File: src/rtl/wave_key_sel.sv
// wave_key_sel -- two-button waveform selector for the DDS controller.
//
// Each raw push-button (active-low, asynchronous) is synchronised, debounced
// with a saturating counter and turned into a single-cycle press flag. The
// flags step a four-state selector forward (key_next) or backward (key_prev)
// through sine, square, triangle and sawtooth.
//
// Ports:
//   sys_clk    in   system clock, all state on its rising edge
//   sys_rst    in   asynchronous reset, active-high
//   key_next   in   raw button, active-low: select next waveform
//   key_prev   in   raw button, active-low: select previous waveform
//   wave_sel   out  registered one-hot select: 0001 sine, 0010 square,
//                   0100 triangle, 1000 sawtooth
//   sel_change out  registered pulse, high in the first cycle wave_sel
//                   shows a new value
module wave_key_sel #(
  parameter int unsigned      CNT_W   = 20,
  parameter logic [CNT_W-1:0] CNT_MAX = 20'd999_999
) (
  input  logic       sys_clk,
  input  logic       sys_rst,
  input  logic       key_next,
  input  logic       key_prev,
  output logic [3:0] wave_sel,
  output logic       sel_change
);

  localparam logic [CNT_W-1:0] CNT_ONE = {{(CNT_W-1){1'b0}}, 1'b1};
  // The flag fires on the sample that would take the count to CNT_MAX, so a
  // held key yields exactly one flag and then sits at saturation.
  localparam logic [CNT_W-1:0] CNT_PRE = CNT_MAX - CNT_ONE;

  localparam int unsigned NumKeys = 2;
  localparam int unsigned KeyNext = 0;
  localparam int unsigned KeyPrev = 1;

  typedef enum logic [1:0] {
    StSin = 2'd0,
    StSqu = 2'd1,
    StTri = 2'd2,
    StSaw = 2'd3
  } state_e;

  // ---------------------------------------------------------------------------
  // Key synchronisers, debounce counters and press flags
  // ---------------------------------------------------------------------------
  logic [NumKeys-1:0]            key_raw;
  logic [NumKeys-1:0]            sync_meta_q;
  logic [NumKeys-1:0]            sync_q;
  logic [NumKeys-1:0][CNT_W-1:0] cnt_q;
  logic [NumKeys-1:0][CNT_W-1:0] cnt_d;
  logic [NumKeys-1:0]            flag_q;
  logic [NumKeys-1:0]            flag_d;

  assign key_raw[KeyNext] = key_next;
  assign key_raw[KeyPrev] = key_prev;

  // Both keys share this logic but never interact: each index only reads and
  // writes its own synchroniser, counter and flag.
  always_comb begin
    cnt_d  = cnt_q;
    flag_d = '0;
    for (int i = 0; i < NumKeys; i++) begin
      if (sync_q[i]) begin
        // Released: any partial count is discarded.
        cnt_d[i] = '0;
      end else begin
        if (cnt_q[i] != CNT_MAX) begin
          cnt_d[i] = cnt_q[i] + CNT_ONE;
        end
        flag_d[i] = (cnt_q[i] == CNT_PRE);
      end
    end
  end

  always_ff @(posedge sys_clk or posedge sys_rst) begin
    if (sys_rst) begin
      sync_meta_q <= '1;
      sync_q      <= '1;
      cnt_q       <= '0;
      flag_q      <= '0;
    end else begin
      sync_meta_q <= key_raw;
      sync_q      <= sync_meta_q;
      cnt_q       <= cnt_d;
      flag_q      <= flag_d;
    end
  end

  // ---------------------------------------------------------------------------
  // Waveform selector FSM
  // ---------------------------------------------------------------------------
  state_e     state_q;
  state_e     state_d;
  logic       step_next;
  logic       step_prev;
  logic [3:0] wave_sel_q;
  logic [3:0] wave_sel_d;
  logic       sel_change_q;
  logic       sel_change_d;

  // Simultaneous flags cancel out.
  assign step_next = flag_q[KeyNext] & ~flag_q[KeyPrev];
  assign step_prev = flag_q[KeyPrev] & ~flag_q[KeyNext];

  function automatic logic [3:0] decode_wave(input state_e s);
    logic [3:0] w;
    case (s)
      StSin:   w = 4'b0001;
      StSqu:   w = 4'b0010;
      StTri:   w = 4'b0100;
      StSaw:   w = 4'b1000;
      default: w = 4'b0001;
    endcase
    return w;
  endfunction

  always_comb begin
    state_d = state_q;
    case (state_q)
      StSin: begin
        if (step_next) begin
          state_d = StSqu;
        end else if (step_prev) begin
          state_d = StSaw;
        end
      end
      StSqu: begin
        if (step_next) begin
          state_d = StTri;
        end else if (step_prev) begin
          state_d = StSin;
        end
      end
      StTri: begin
        if (step_next) begin
          state_d = StSaw;
        end else if (step_prev) begin
          state_d = StSqu;
        end
      end
      StSaw: begin
        if (step_next) begin
          state_d = StSin;
        end else if (step_prev) begin
          state_d = StTri;
        end
      end
      default: state_d = StSin;
    endcase
  end

  // Outputs are registered alongside the state, so they move on the same edge.
  // sel_change compares the decoded select itself, so a recovery from a bad
  // state encoding (which still decodes to sine) never pulses it.
  always_comb begin
    wave_sel_d   = decode_wave(state_d);
    sel_change_d = (wave_sel_d != wave_sel_q);
  end

  always_ff @(posedge sys_clk or posedge sys_rst) begin
    if (sys_rst) begin
      state_q      <= StSin;
      wave_sel_q   <= 4'b0001;
      sel_change_q <= 1'b0;
    end else begin
      state_q      <= state_d;
      wave_sel_q   <= wave_sel_d;
      sel_change_q <= sel_change_d;
    end
  end

  assign wave_sel   = wave_sel_q;
  assign sel_change = sel_change_q;

endmodule

File: config.mk
export PLATFORM = sky130hd
export DESIGN_NAME = wave_key_sel
export DESIGN_NICKNAME = d
export VERILOG_FILES = /design/src/rtl/wave_key_sel.sv
export SDC_FILE = /design/constraint.sdc
export NUM_CORES = 1
export LEC_CHECK = 0
export BUFFER_PORTS_ARGS = -buffer_cell sky130_fd_sc_hd__buf_2
export CAP_MARGIN = 20
export CORE_MARGIN = 5
export CORE_UTILIZATION = 35
export DETAILED_ROUTE_END_ITERATION = 10
export HOLD_SLACK_MARGIN = 0.03
export RECOVER_POWER = 50
export SYNTH_ARGS = -nofsm -noshare
export SYNTH_HDL_FRONTEND = slang
export SYNTH_SLANG_ARGS = --single-unit
File: constraint.sdc
create_clock -name sys_clk -period 3.72 [get_ports sys_clk]
set_clock_uncertainty 0.1 [all_clocks]
set_input_delay 0 -clock sys_clk [delete_from_list [all_inputs] [get_ports sys_clk]]
set_output_delay 0 -clock sys_clk [all_outputs]
set_load 0.02 [all_outputs]
==> implementation parameters <==
Parameter                              Value

Timing
  Tcrit/Tclk final ... 55.72%
  Number of setup violations in the final report ... 0
  Final sum of negative setup slack ... 0 ns
  Hold slack final ... 0.2371 ns
  Highest achievable clock rate ... 482.5 MHz
  Remaining max-slew budget at the tightest pin ... 54.24%
  Minimum clock period ... 2.073 ns
  Final hold viol count ... 0
  Worst-Margin Slew ... 0.6801 ns
  RSZ-0062 raised after global routing ... no
  Count of final max-slew check failures ... 0

Job
  Total of max-cap violations ... 0

Worst setup path
  Worst-path cell with the longest stage delay ... or4_1
  Worst setup SP type ... flop
  Crit Reg-Reg Endpoint ... cnt_q[36]$_DFFE_PP0P_
  Endpoint kind of the worst setup timing path ... flop
  Crit path required time ... 3.84 ns
  Cell chain of the critical path ... ha_1, nand3_1, or4_1, or3_1, a21oi_1
  Setup slack of the worst register-to-register path ... 1.65 ns
  Worst reg2reg path startpoint ... cnt_q[20]$_DFFE_PP0P_
  Critical path class ... reg2reg
  Maximum fanout along the worst path ... 6
  Largest stage delay on the critical path ... 0.55 ns
  Worst Reg-to-Reg Cells ... 5
  Data arrival time of the worst path ... 2.20 ns

Logic synthesis
  Mapped Area ... 0.002552 sq mm
  Synthesized instance count ... 252
  Share of flip-flops with an asynchronous set or reset after synthesis ... 100.0%
  Leading post-synthesis cells by instance count ... 48 x dfrtp_1, 40 x nor2_1, 20 x xor2_1
  Net count of the mapped netlist ... 260
  Synth cell types ... 41
  Dominant cell by count in the synthesized netlist ... dfrtp_1
  Most used DFF post-synth ... dfrtp_1
  Post-synth EDFFs ... 0
  Most area-consuming cells after synthesis ... dfrtp_1 47%, xor2_1 6.9%, nor2_1 5.9%
  Share of Yosys cell area claimed by the top area cell type ... 47.06%
  Part of the Yosys area used for sequential elements ... 52.21%
  Yosys warning count ... 0
  Synth Area per Inst ... 10.13 sq um
  Synthesis-stage register bit count ... 53
  Leading area contributor after synthesis ... dfrtp_1

Power
  Final Total Pwr ... 979.5 uW
  Int Power ... 765.1 uW
  Worst supply voltage drop on vdd ... 128.5 uV
  Power density over the cells ... 346.2 mW/mm^2
  Switching portion of total power ... 21.88%
  Reported net switching power ... 214.3 uW
  Cell leakage power ... 1.189 nW
  Combinational fraction of design power ... 2.9%
  Clock Power Share ... 35.8%
  Register share of total power ... 61.3%

Clock tree
  Number of buffers added for setup after CTS ... 0
  Total CTS buffers ... 5
  Clock tree root driver cell ... clkbuf_8
  Number of H-tree levels ... 2
  Clock sink count ... 53
  Clock insertion delay at the later pin of the skew report ... 0.30 ns
  Number of buffers between clock root and the deepest sink ... 2
  Reg clk slew, reported paths ... 0.09 ns
  CTS tree ... built

Worst hold path
  Endpoint with the worst hold slack ... sync_meta_q[1]$_DFF_PP1_
  Start point of the worst min-delay path ... key_prev
  Worst min-delay path category ... in2reg
  Cells on Worst Hold Path ... 2

Layout
  Layout cell share with drive strength beyond 1 ... 9.363%
  FF+latch area ... 0.001333 sq mm
  Area grow syn2layout ... 10.83%
  Finished Cell Area ... 0.002829 sq mm
  Layout net count ... 274
  # fillers ... 712
  Number of inserted diodes ... 0
  Area of the multi-input gates ... 0.001181 sq mm

Die
  Effective utilization at floorplan ... 35.57%
  Ports placed on the boundary ... 9
  Core Rows ... 31
  Core area ... 0.007176 sq mm
  Die Height ... 95.40 um
  Die Area ... 0.009100 sq mm
  Die X ... 95.40 um

Drt
  Remaining antenna violation count after routing ... 0
  Number of violations reported at the end of detailed-routing iteration 0 ... 78
  Sum of routed wire length over all layers ... 4455 um
  Number of vias per cell after detailed routing ... 4.866
  DRC violations left ... 0
  DR WL/cell ... 12.17 um
  Sum of met2 wire segment lengths after detailed routing ... 1954 um
  Initial DRT Pass Iterations ... 4
  Met3 layer wire length in the routed design ... 120 um
  Met1 layer wirelength in the final routing ... 2310 um
  Top routing layer in use ... met4
  Routed via count ... 1,781

Place
  Routability cong. ... 0.7818
  Placed standard-cell area ... 0.002704 sq mm
  Post-DP HPWL ... 2928 um
  Port Buffers ... 8

Status
  Outcome ... finished clean

Global route
  Initial antenna violation count ... 0
  Total routing usage reported by global routing ... 11.05%
  Via count of the first global-routing pass ... 1,668
  Global-route wire length before repair ... 8038 um
  Maximum number of pins on one net before global-route repair ... 54
  Grt total ovfl ... 0
stage by stage:
stage          util, %  instances  setup WS (ns)
6_report         39.42        366          1.647
3_5_place_dp     37.68        355          1.662
2_1_floorplan        -        252          1.832
4_1_cts          39.51        366          1.644
5_1_grt          39.42        366          1.379
3_3_place_gp     37.68        355          1.670
what timing repair did:
action | CTS | global route
endpoints found under the setup margin | 0 | 0
hold buffers | 3 | 0
gates resized for setup | 0 | 0
endpoints found under the hold margin | 50 | 0
cell families (layout without fill, tap and decap cells):
group,after synthesis,after routing,synth area share [%]
DFF,53,53,52.21
xor gates and xnor gates,31,31,10.64
and+or+nand+nor,130,130,28.09
adders and majority gates,4,4,1.961
AOI/OAI and AO/OA,24,24,5.588
buffers and inverters,10,25,1.519
worst max-delay path: cells and delay by family, from the launching register on:
| kind | cells | cell delay [ns] |
|---|---|---|
| simple gates | 3 | 1.08 |
| flops | 1 | 0.44 |
| fa+ha+maj | 1 | 0.23 |
| compound gates | 1 | 0.15 |
placed cells by master, fill, tap and decap left out, types with 2 or more instances in the layout:
cell	count
xnor2_1	11
dfstp_2	5
nand3_1	11
dlygate4sd3_1	3
and4_1	3
nor2_1	40
buf_2	3
nor2b_1	4
clkbuf_8	7
nor4b_1	3
nor3_1	9
ha_1	4
nand2b_1	2
or3_1	5
inv_1	4
o21bai_1	2
and3_1	6
nand3b_1	2
o21ai_0	6
clkbuf_1	4
nand2_1	17
a21oi_1	8
a31oi_1	5
dfrtp_1	48
xor2_1	20
nand4_1	13
or4b_2	2
layout make-up:
| type | count | area share, % |
|---|---|---|
| multi-input combinational | 189 | 41.75 |
| timing repair buffer | 12 | 2.521 |
| clock buffer | 7 | 3.406 |
| tap | 99 | 4.379 |
| clock inverter | 1 | 0.1769 |
| inverter | 5 | 0.6634 |
| sequential | 53 | 47.10 |
worst max-delay path by stage:
stage                     slack [ns]                  start  cells past startpoint                    end
after global routing            1.38  cnt_q[10]$_DFFE_PP0P_                      5   cnt_q[2]$_DFFE_PP0P_
after CTS                       1.64  cnt_q[20]$_DFFE_PP0P_                      5  cnt_q[36]$_DFFE_PP0P_
after floorplan                 1.83  cnt_q[32]$_DFFE_PP0P_                      5  cnt_q[20]$_DFFE_PP0P_
after detailed placement        1.66  cnt_q[32]$_DFFE_PP0P_                      5  cnt_q[20]$_DFFE_PP0P_
final                           1.65  cnt_q[20]$_DFFE_PP0P_                      5  cnt_q[36]$_DFFE_PP0P_
after global placement          1.67  cnt_q[32]$_DFFE_PP0P_                      5  cnt_q[20]$_DFFE_PP0P_
sequential cells by signal, indices dropped and copies added (netlist names):
signal / flops
state_q: 2
cnt_q: 40
sync_meta_q: 2
flag_q: 2
sync_q: 2
wave_sel: 4
sel_change: 1
routing by layer:
layer  up-vias  track usage (%)
li1        911                -
met1       848            16.12
met2        16            16.15
met3         6            2.605
met4         0            3.555
met5         -                0
power groups by stage:
| stage | clock [mW] | sequential, mW | combinational (mW) |
|---|---|---|---|
| floorplan | 0 | 0.603 | 0.0254 |
| global placement | 0 | 0.611 | 0.0274 |
| detailed placement | 0 | 0.612 | 0.0281 |
| CTS | 0.368 | 0.601 | 0.0305 |
| global route | 0.392 | 0.603 | 0.0348 |
| finish | 0.350 | 0.600 | 0.0288 |
No activity file was read; power rests on OpenSTA's default activity.
